<file path="src/rtl/dims_rtx.sv">
// Real-time shaded-sphere renderer: VGA raster timing plus per-pixel Lambert-like
// shading of a sphere under a latched, programmable light position.
module dims_rtx #(
  parameter int VGA_COLOR_DEPTH = 4,
  parameter int LOC_WIDTH       = 16,
  parameter int X_WIDTH         = 640,
  parameter int X_FRONT_PORCH   = 16,
  parameter int X_SYNC          = 96,
  parameter int X_BACK_PORCH    = 48,
  parameter int Y_WIDTH         = 480,
  parameter int Y_FRONT_PORCH   = 10,
  parameter int Y_SYNC          = 2,
  parameter int Y_BACK_PORCH    = 33,
  parameter int R_LOG2          = 7
) (
  input  logic                              GCLK,
  input  logic                              BTNC,
  input  logic signed [LOC_WIDTH-1:0]       L_LOC_X,
  input  logic signed [LOC_WIDTH-1:0]       L_LOC_Y,
  input  logic signed [LOC_WIDTH-1:0]       L_LOC_Z,
  input  logic                              L_LOC_vld,
  output logic        [VGA_COLOR_DEPTH-1:0] VGA_R,
  output logic        [VGA_COLOR_DEPTH-1:0] VGA_G,
  output logic        [VGA_COLOR_DEPTH-1:0] VGA_B,
  output logic                              VGA_HS,
  output logic                              VGA_VS
);

  localparam int H_TOTAL      = X_WIDTH + X_FRONT_PORCH + X_SYNC + X_BACK_PORCH;
  localparam int V_TOTAL      = Y_WIDTH + Y_FRONT_PORCH + Y_SYNC + Y_BACK_PORCH;
  localparam int HW           = $clog2(H_TOTAL);
  localparam int VW           = $clog2(V_TOTAL);
  localparam int H_SYNC_START = X_WIDTH + X_FRONT_PORCH;
  localparam int H_SYNC_END   = H_SYNC_START + X_SYNC;
  localparam int V_SYNC_START = Y_WIDTH + Y_FRONT_PORCH;
  localparam int V_SYNC_END   = V_SYNC_START + Y_SYNC;
  localparam int CMAX         = (2 ** VGA_COLOR_DEPTH) - 1;
  localparam int SHIFT        = 12 + R_LOG2;
  localparam int AW           = 48;
  localparam logic signed [AW-1:0] R2 = AW'(1) <<< (2 * R_LOG2);

  logic                        phase;
  logic [HW-1:0]               h, h_nxt;
  logic [VW-1:0]               v, v_nxt;
  logic                        l_vld;
  logic signed [LOC_WIDTH-1:0] loc_x, loc_y, loc_z;

  logic signed [AW-1:0]        dx, dy, r2, lx, ly, lz, s, lum;
  logic [VGA_COLOR_DEPTH-1:0]  shade;
  logic                        hs_nxt, vs_nxt;

  // Lookahead raster position: the pixel that becomes current at the next enable.
  always_comb begin
    h_nxt = h + HW'(1);
    v_nxt = v;
    if (h == HW'(H_TOTAL - 1)) begin
      h_nxt = '0;
      v_nxt = (v == VW'(V_TOTAL - 1)) ? '0 : v + VW'(1);
    end
    hs_nxt = (h_nxt >= HW'(H_SYNC_START)) && (h_nxt < HW'(H_SYNC_END));
    vs_nxt = (v_nxt >= VW'(V_SYNC_START)) && (v_nxt < VW'(V_SYNC_END));
  end

  // Shade the lookahead pixel so the registered colour lines up with h,v.
  always_comb begin
    dx  = AW'($signed({1'b0, h_nxt})) - AW'(X_WIDTH / 2);
    dy  = AW'(Y_WIDTH / 2) - AW'($signed({1'b0, v_nxt}));
    r2  = dx * dx + dy * dy;
    lx  = AW'(loc_x);
    ly  = AW'(loc_y);
    lz  = AW'(loc_z);
    s   = dx * lx + dy * ly + (lz <<< R_LOG2);
    lum = (s * AW'(CMAX)) >>> SHIFT;
    shade = '0;
    if ((h_nxt < HW'(X_WIDTH)) && (v_nxt < VW'(Y_WIDTH)) && (r2 < R2)) begin
      if (!l_vld)
        shade = VGA_COLOR_DEPTH'(4);
      else if (lum[AW-1])
        shade = '0;
      else if (lum > AW'(CMAX))
        shade = '1;
      else
        shade = lum[VGA_COLOR_DEPTH-1:0];
    end
  end

  always_ff @(posedge GCLK) begin
    if (BTNC) begin
      phase  <= 1'b0;
      h      <= '0;
      v      <= '0;
      l_vld  <= 1'b0;
      loc_x  <= '0;
      loc_y  <= '0;
      loc_z  <= '0;
      VGA_R  <= '0;
      VGA_G  <= '0;
      VGA_B  <= '0;
      VGA_HS <= 1'b0;
      VGA_VS <= 1'b0;
    end else begin
      phase <= ~phase;
      if (L_LOC_vld) begin
        loc_x <= L_LOC_X;
        loc_y <= L_LOC_Y;
        loc_z <= L_LOC_Z;
        l_vld <= 1'b1;
      end
      if (phase) begin
        h      <= h_nxt;
        v      <= v_nxt;
        VGA_R  <= shade;
        VGA_G  <= shade;
        VGA_B  <= shade;
        VGA_HS <= hs_nxt;
        VGA_VS <= vs_nxt;
      end
    end
  end

endmodule

</file>
<file path="config.mk">
export PLATFORM = sky130hd
export DESIGN_NAME = dims_rtx
export DESIGN_NICKNAME = d
export VERILOG_FILES = /design/src/rtl/dims_rtx.sv
export SDC_FILE = /design/constraint.sdc
export NUM_CORES = 2
export LEC_CHECK = 0
export CAP_MARGIN = 20
export CORE_ASPECT_RATIO = 0.7
export CORE_MARGIN = 1.5
export CORE_UTILIZATION = 66
export DETAILED_ROUTE_END_ITERATION = 10
export PLACE_DENSITY = 0.95
export SYNTH_ARGS = -nofsm -noshare
export SYNTH_HDL_FRONTEND = slang
export SYNTH_SLANG_ARGS = --single-unit
export TNS_END_PERCENT = 5
</file>
<file path="constraint.sdc">
create_clock -name GCLK -period 13.4 [get_ports GCLK]
set_input_delay 2.01 -clock GCLK [delete_from_list [all_inputs] [get_ports GCLK]]
set_output_delay 2.01 -clock GCLK [all_outputs]
set_load 0.05 [all_outputs]
</file>
# After elaboration in Yosys (flattened, before gate mapping)
# Index checks and enable logic that the tools add are counted.
# totals
ff_bits,76
in_bits,51
output_inout_bits,14
wordCells,44
# classes
n_addsub,7
multipliers,5
n_lt_le_gt_ge,8
eq_ne,2
n_mux,7
n_bitwise,1
n_reduce_logical,4
# ops
operator,count
multiplier 11 x 16 -> 27 bit,2
multiplier 11 x 11 -> 22 bit,2
"multiplier 29 x 5 -> 34 bit, second input constant",1
two-way mux 10 bit,3
adder 28 x 23 -> 29 bit,1
adder 27 x 27 -> 28 bit,1
adder 22 x 22 -> 23 bit,1
"less-than comparator 23 x 16 -> 1 bit, second input constant",1
"adder 10 x 1 -> 10 bit, second input constant",2
"== test 10 bit, second input constant",2
"less-than comparator 10 bit, second input constant",2
"less-than comparator 10 x 9 -> 1 bit, second input constant",2
two-way mux 4 bit,4
"greater-than comparator 15 x 5 -> 1 bit, second input constant",1
"subtractor 10 x 9 -> 11 bit, second input constant",1
"subtractor 8 x 10 -> 11 bit, first input constant",1
"greater-or-equal comparator 10 bit, second input constant",1
"greater-or-equal comparator 10 x 9 -> 1 bit, second input constant",1
logical AND 1 bit,4
inverter 1 bit,1

# Longest topological paths before layout
# depth
depth_word,13
ltp_mapped,55
depth_no_buf,52

# Least setup slack after synthesis
# Ideal clock, no wire load.
# synth_timing
kind,register to register
startpoint,reg v[0]
endpoint,reg VGA_B[2]
setup_ns,0.117
arrival_time_ns,12.138
t_required_ns,13.283
setup_slack_ns,1.145
stages_incl_launch_ff,53
n_path_buf,4
synth_period_minus_slack_ns,12.255
path_cell_list,dfxtp_1 inv_1 ha_1 or4b_4 nor4_4 nor2_1 a21boi_1 clkbuf_1 ha_1 inv_1 or3_4 nand3_1 xnor2_1 clkbuf_1 buf_2 nand2_1 fa_1 inv_1 [17 not listed] ha_1 ha_1 a21oi_1 fa_1 inv_1 ha_1 clkbuf_1 a21o_1 a21o_1 a21oi_1 nand2_1 o21ai_0 nor3_1 a2111oi_0 nand4_1 nand3b_1 a21bo_1 a22o_1
# synth_via
elab_chain_cells,13
word_cells_on_any_way,20
cone_classes,add/sub (5); mul (3); order compare (3); eq/ne (1); mux (6); reduce/logical (2)
# synth_lines
element,line,rtl
"start, declared",44,"logic [VW-1:0] v, v_nxt;"
"start signal, assigned",111,v <= v_nxt;
adder 10 x 1 -> 10 bit / == test 10 bit (equally long branches),58,v_nxt = (v == VW'(V_TOTAL - 1)) ? '0 : v + VW'(1);
two-way mux 10 bit,58,
two-way mux 10 bit *,56,if (h == HW'(H_TOTAL - 1)) begin
subtractor 8 x 10 -> 11 bit,67,"dy = AW'(Y_WIDTH / 2) - AW'($signed({1'b0, v_nxt}));"
multiplier 11 x 16 -> 27 bit,72,s = dx * lx + dy * ly + (lz <<< R_LOG2);
adder 27 x 27 -> 28 bit,72,
adder 28 x 23 -> 29 bit,72,
multiplier 29 x 5 -> 34 bit,73,lum = (s * AW'(CMAX)) >>> SHIFT;
greater-than comparator 15 x 5 -> 1 bit,80,else if (lum > AW'(CMAX))
two-way mux 4 bit,80,
two-way mux 4 bit,78,else if (lum[AW-1])
two-way mux 4 bit,76,if (!l_vld)
two-way mux 4 bit *,75,if ((h_nxt < HW'(X_WIDTH)) && (v_nxt < VW'(Y_WIDTH)) && (r2 < R2)) begin
"end signal, assigned",98,VGA_B <= '0;
"end signal, assigned",114,VGA_B <= shade;
"end, declared",24,"output logic [VGA_COLOR_DEPTH-1:0] VGA_B,"
# Every way passes the cells marked *; elsewhere a longest branch is shown, timed or not.
# A chain may end at the register's enable or synchronous reset.

# Final worst setup path
# Same ends and word-level chain as after synthesis.

==> results_dict.tcl <==
set metrics [dict create \
    cp-startpoint "v[0]$_SDFFE_PP0P_" \
    core_area_um2 43600 \
    max_slew_margin_pct 23.5 \
    cts_tree "built" \
    r2r_start "v[0]$_SDFFE_PP0P_" \
    synth_nets 4196 \
    n_fill_cell 2859 \
    synthArstFlopShare_pct 0 \
    final-setup-viol-count 0 \
    ant_nets 0 \
    dpl_worst_slack_ps 101 \
    synth_area_per_cell_um2 9.18 \
    fp.dieH_um 179 \
    hold_path.class "flip-flop to flip-flop" \
    grt_overflow_total 0 \
    grt_pass1_wl_um 121000 \
    drtIter0Drc 2575 \
    antenna_found_initial 0 \
    postRouteWirelength_um 75000 \
    grt_max_degree 74 \
    layout_common_cells "827 x inv_1, 686 x fa_1, 317 x nand2_1" \
    timing.final.crit_share_pct 98.4 \
    tns_ps 0 \
    cts-buffers-inserted 9 \
    worst_hold_startpoint "l_vld$_SDFFE_PP0P_" \
    worst_pin_slew_ps 1140 \
    maxCapViolations 0 \
    rows 64 \
    cp_common_cell "fa_1" \
    fin_nets 4211 \
    syn_to_final_growth_pct 6.46 \
    design_area_um2 31100 \
    required_ps 13660 \
    synthCells 3180 \
    slew_violations 0 \
    clk_path_buf_depth 2 \
    holdWs_ps 490 \
    ios 65 \
    worst_path_max_delay_cell "fa_1" \
    synthDistinctLibCells 77 \
    critical_path_class "flip-flop to flip-flop" \
    grt_use_total_pct 34.6 \
    crit_fanout 10 \
    yosys_warnings 0 \
    globalplace.congestion 1.02 \
    vias 22191 \
    die_w_um 254 \
    critPathLaunchType "flip-flop" \
    drc_errors 0 \
    cts.clk_slew.worst_paths_ps 70 \
    status "finished clean" \
    ys.flop_type "dfxtp_1" \
    skew_ps 10.1 \
    insertion_delay_ps 380 \
    dp_hpwl_um 60900 \
    seq_area_frac_synth_pct 5.21 \
    final_common_cell "inv_1" \
    drtPass1Iterations 8 \
    finalHoldViolations 0 \
    synth-edff-count 0 \
    clockRootBuffer "clkbuf_16" \
    ys_ff_latch 76 \
    fin_ws_ps 220 \
    cts.sinks 76 \
    netlist_area_um2 29200 \
    routed_via_density 5.85 \
    dpl_cell_area_um2 30500 \
    routedWlPerCell_um 19.8 \
    die-area_um2 45500 \
    first_global_vias 24056 \
    start_util_pct 66.9 \
    numPortBuffers 64 \
    layout-drive-gt1-share_pct 4.63 \
    cp.arrival_ps 13440 \
    min_period_ps 13180 \
    r2r_slack_ps 220 \
    h-tree-depth 3 \
    cpPeakStageDelay_ps 570 \
    end_kind "flip-flop" \
    antenna_cells 0 \
    max_freq_mhz 75.9 \
]
==> layer usage <==
layer	vias to the layer above	GRT usage, %	part of all wire, %	routed length (um)
met5	-	0	0	0
met1	10901	45.5	37	27400
met3	358	8.51	12	9250
met2	1484	55.1	46	34500
li1	9448	-	-	-
met4	0	14.8	5.0	3780
==> cell families (layout without fill, tap and decap cells) <==
group / after synthesis / after routing / share of synthesized area [%]
simple gates: 780 / 780 / 12.5
fa+ha+maj: 965 / 965 / 59.1
buf+inv: 961 / 981 / 12.6
flops: 76 / 76 / 5.21
compound gates: 225 / 225 / 5.01
xor+xnor: 111 / 111 / 3.47
mux: 62 / 62 / 2.13
==> cell type report <==
type                       count  area [um2]  area share (%)
tap                          594         743            2.39
sequential                    76        1520            4.90
inverter                     841        3160            10.2
multi-input combinational   2143       24200            77.9
clock inverter                 5         108           0.346
clock buffer                  11         253           0.813
timing repair buffer         124        1080            3.49
==> registers in the layout, indices dropped and copies added, names as in the netlist <==
name    flops
phase       1
loc_y      16
loc_x      16
VGA_HS      1
l_vld       1
VGA_VS      1
h          10
VGA_B       4
loc_z      16
v          10
==> Yosys cell counts (all sizes together) (3+ instances only) <==
library cell	instances	area share (%)
nand3	34	0.62
nor2b	38	0.81
or3	6	0.15
ha	277	12
a211oi	13	0.33
and3	27	0.58
a21o	26	0.67
or2	7	0.15
nor3	18	0.31
o41ai	3	0.090
a21boi	3	0.12
xor2	30	0.99
a21oi	66	1.1
o21bai	5	0.13
o21a	7	0.19
a2111oi	3	0.090
mux2i	61	2.1
and2	90	1.9
buf	35	0.72
and4	3	0.090
dfxtp	76	5.2
o211ai	8	0.21
a31oi	9	0.19
nand3b	5	0.13
a211o	4	0.12
a22oi	4	0.12
inv	837	11
o21ai	50	0.86
nand2	317	4.1
nor4	5	0.16
nand4	16	0.34
o31a	3	0.090
o22ai	4	0.086
clkinv	4	0.051
clkbuf	85	1.1
fa	688	47
nand2b	27	0.58
xnor2	81	2.5
o31ai	4	0.15
nor2	179	2.3
==> per-stage QoR <==
stage	cells	util, %
finish	3794	71.2
CTS	3782	70.7
global placement	3766	69.8
floorplan	3180	-
detailed placement	3766	69.8
global route	3794	71.2
==> repair_timing <==
item,CTS,global route
resized for setup,4,31
cloned,0,0
pin swaps,0,6
endpoints found under the setup margin,4,4
buffers inserted,0,12
hold buffers,0,0
==> critical path: cells and delay by family (launching register included) <==
| kind | cells | cell delay (ps) |
|---|---|---|
| AO/OA/AOI/OAI | 13 | 2900 |
| XOR/XNOR | 2 | 520 |
| adder cells (fa/ha/maj) | 14 | 5950 |
| buffers and inverters | 7 | 920 |
| flip-flops | 1 | 350 |
| multiplexers | 1 | 170 |
| AND/OR/NAND/NOR | 8 | 2210 |
==> path summary, 6_finish.rpt <==
check	depth (start not counted)	end
setup / recovery	45	VGA_B[2]$_SDFFE_PP0P_
hold / removal	2	l_vld$_SDFFE_PP0P_
setup reg to reg	45	VGA_B[2]$_SDFFE_PP0P_
hold reg to reg	2	l_vld$_SDFFE_PP0P_
Power is not shown: default switching activity piles up to over one toggle a cycle in this logic, so the estimate is an artifact.
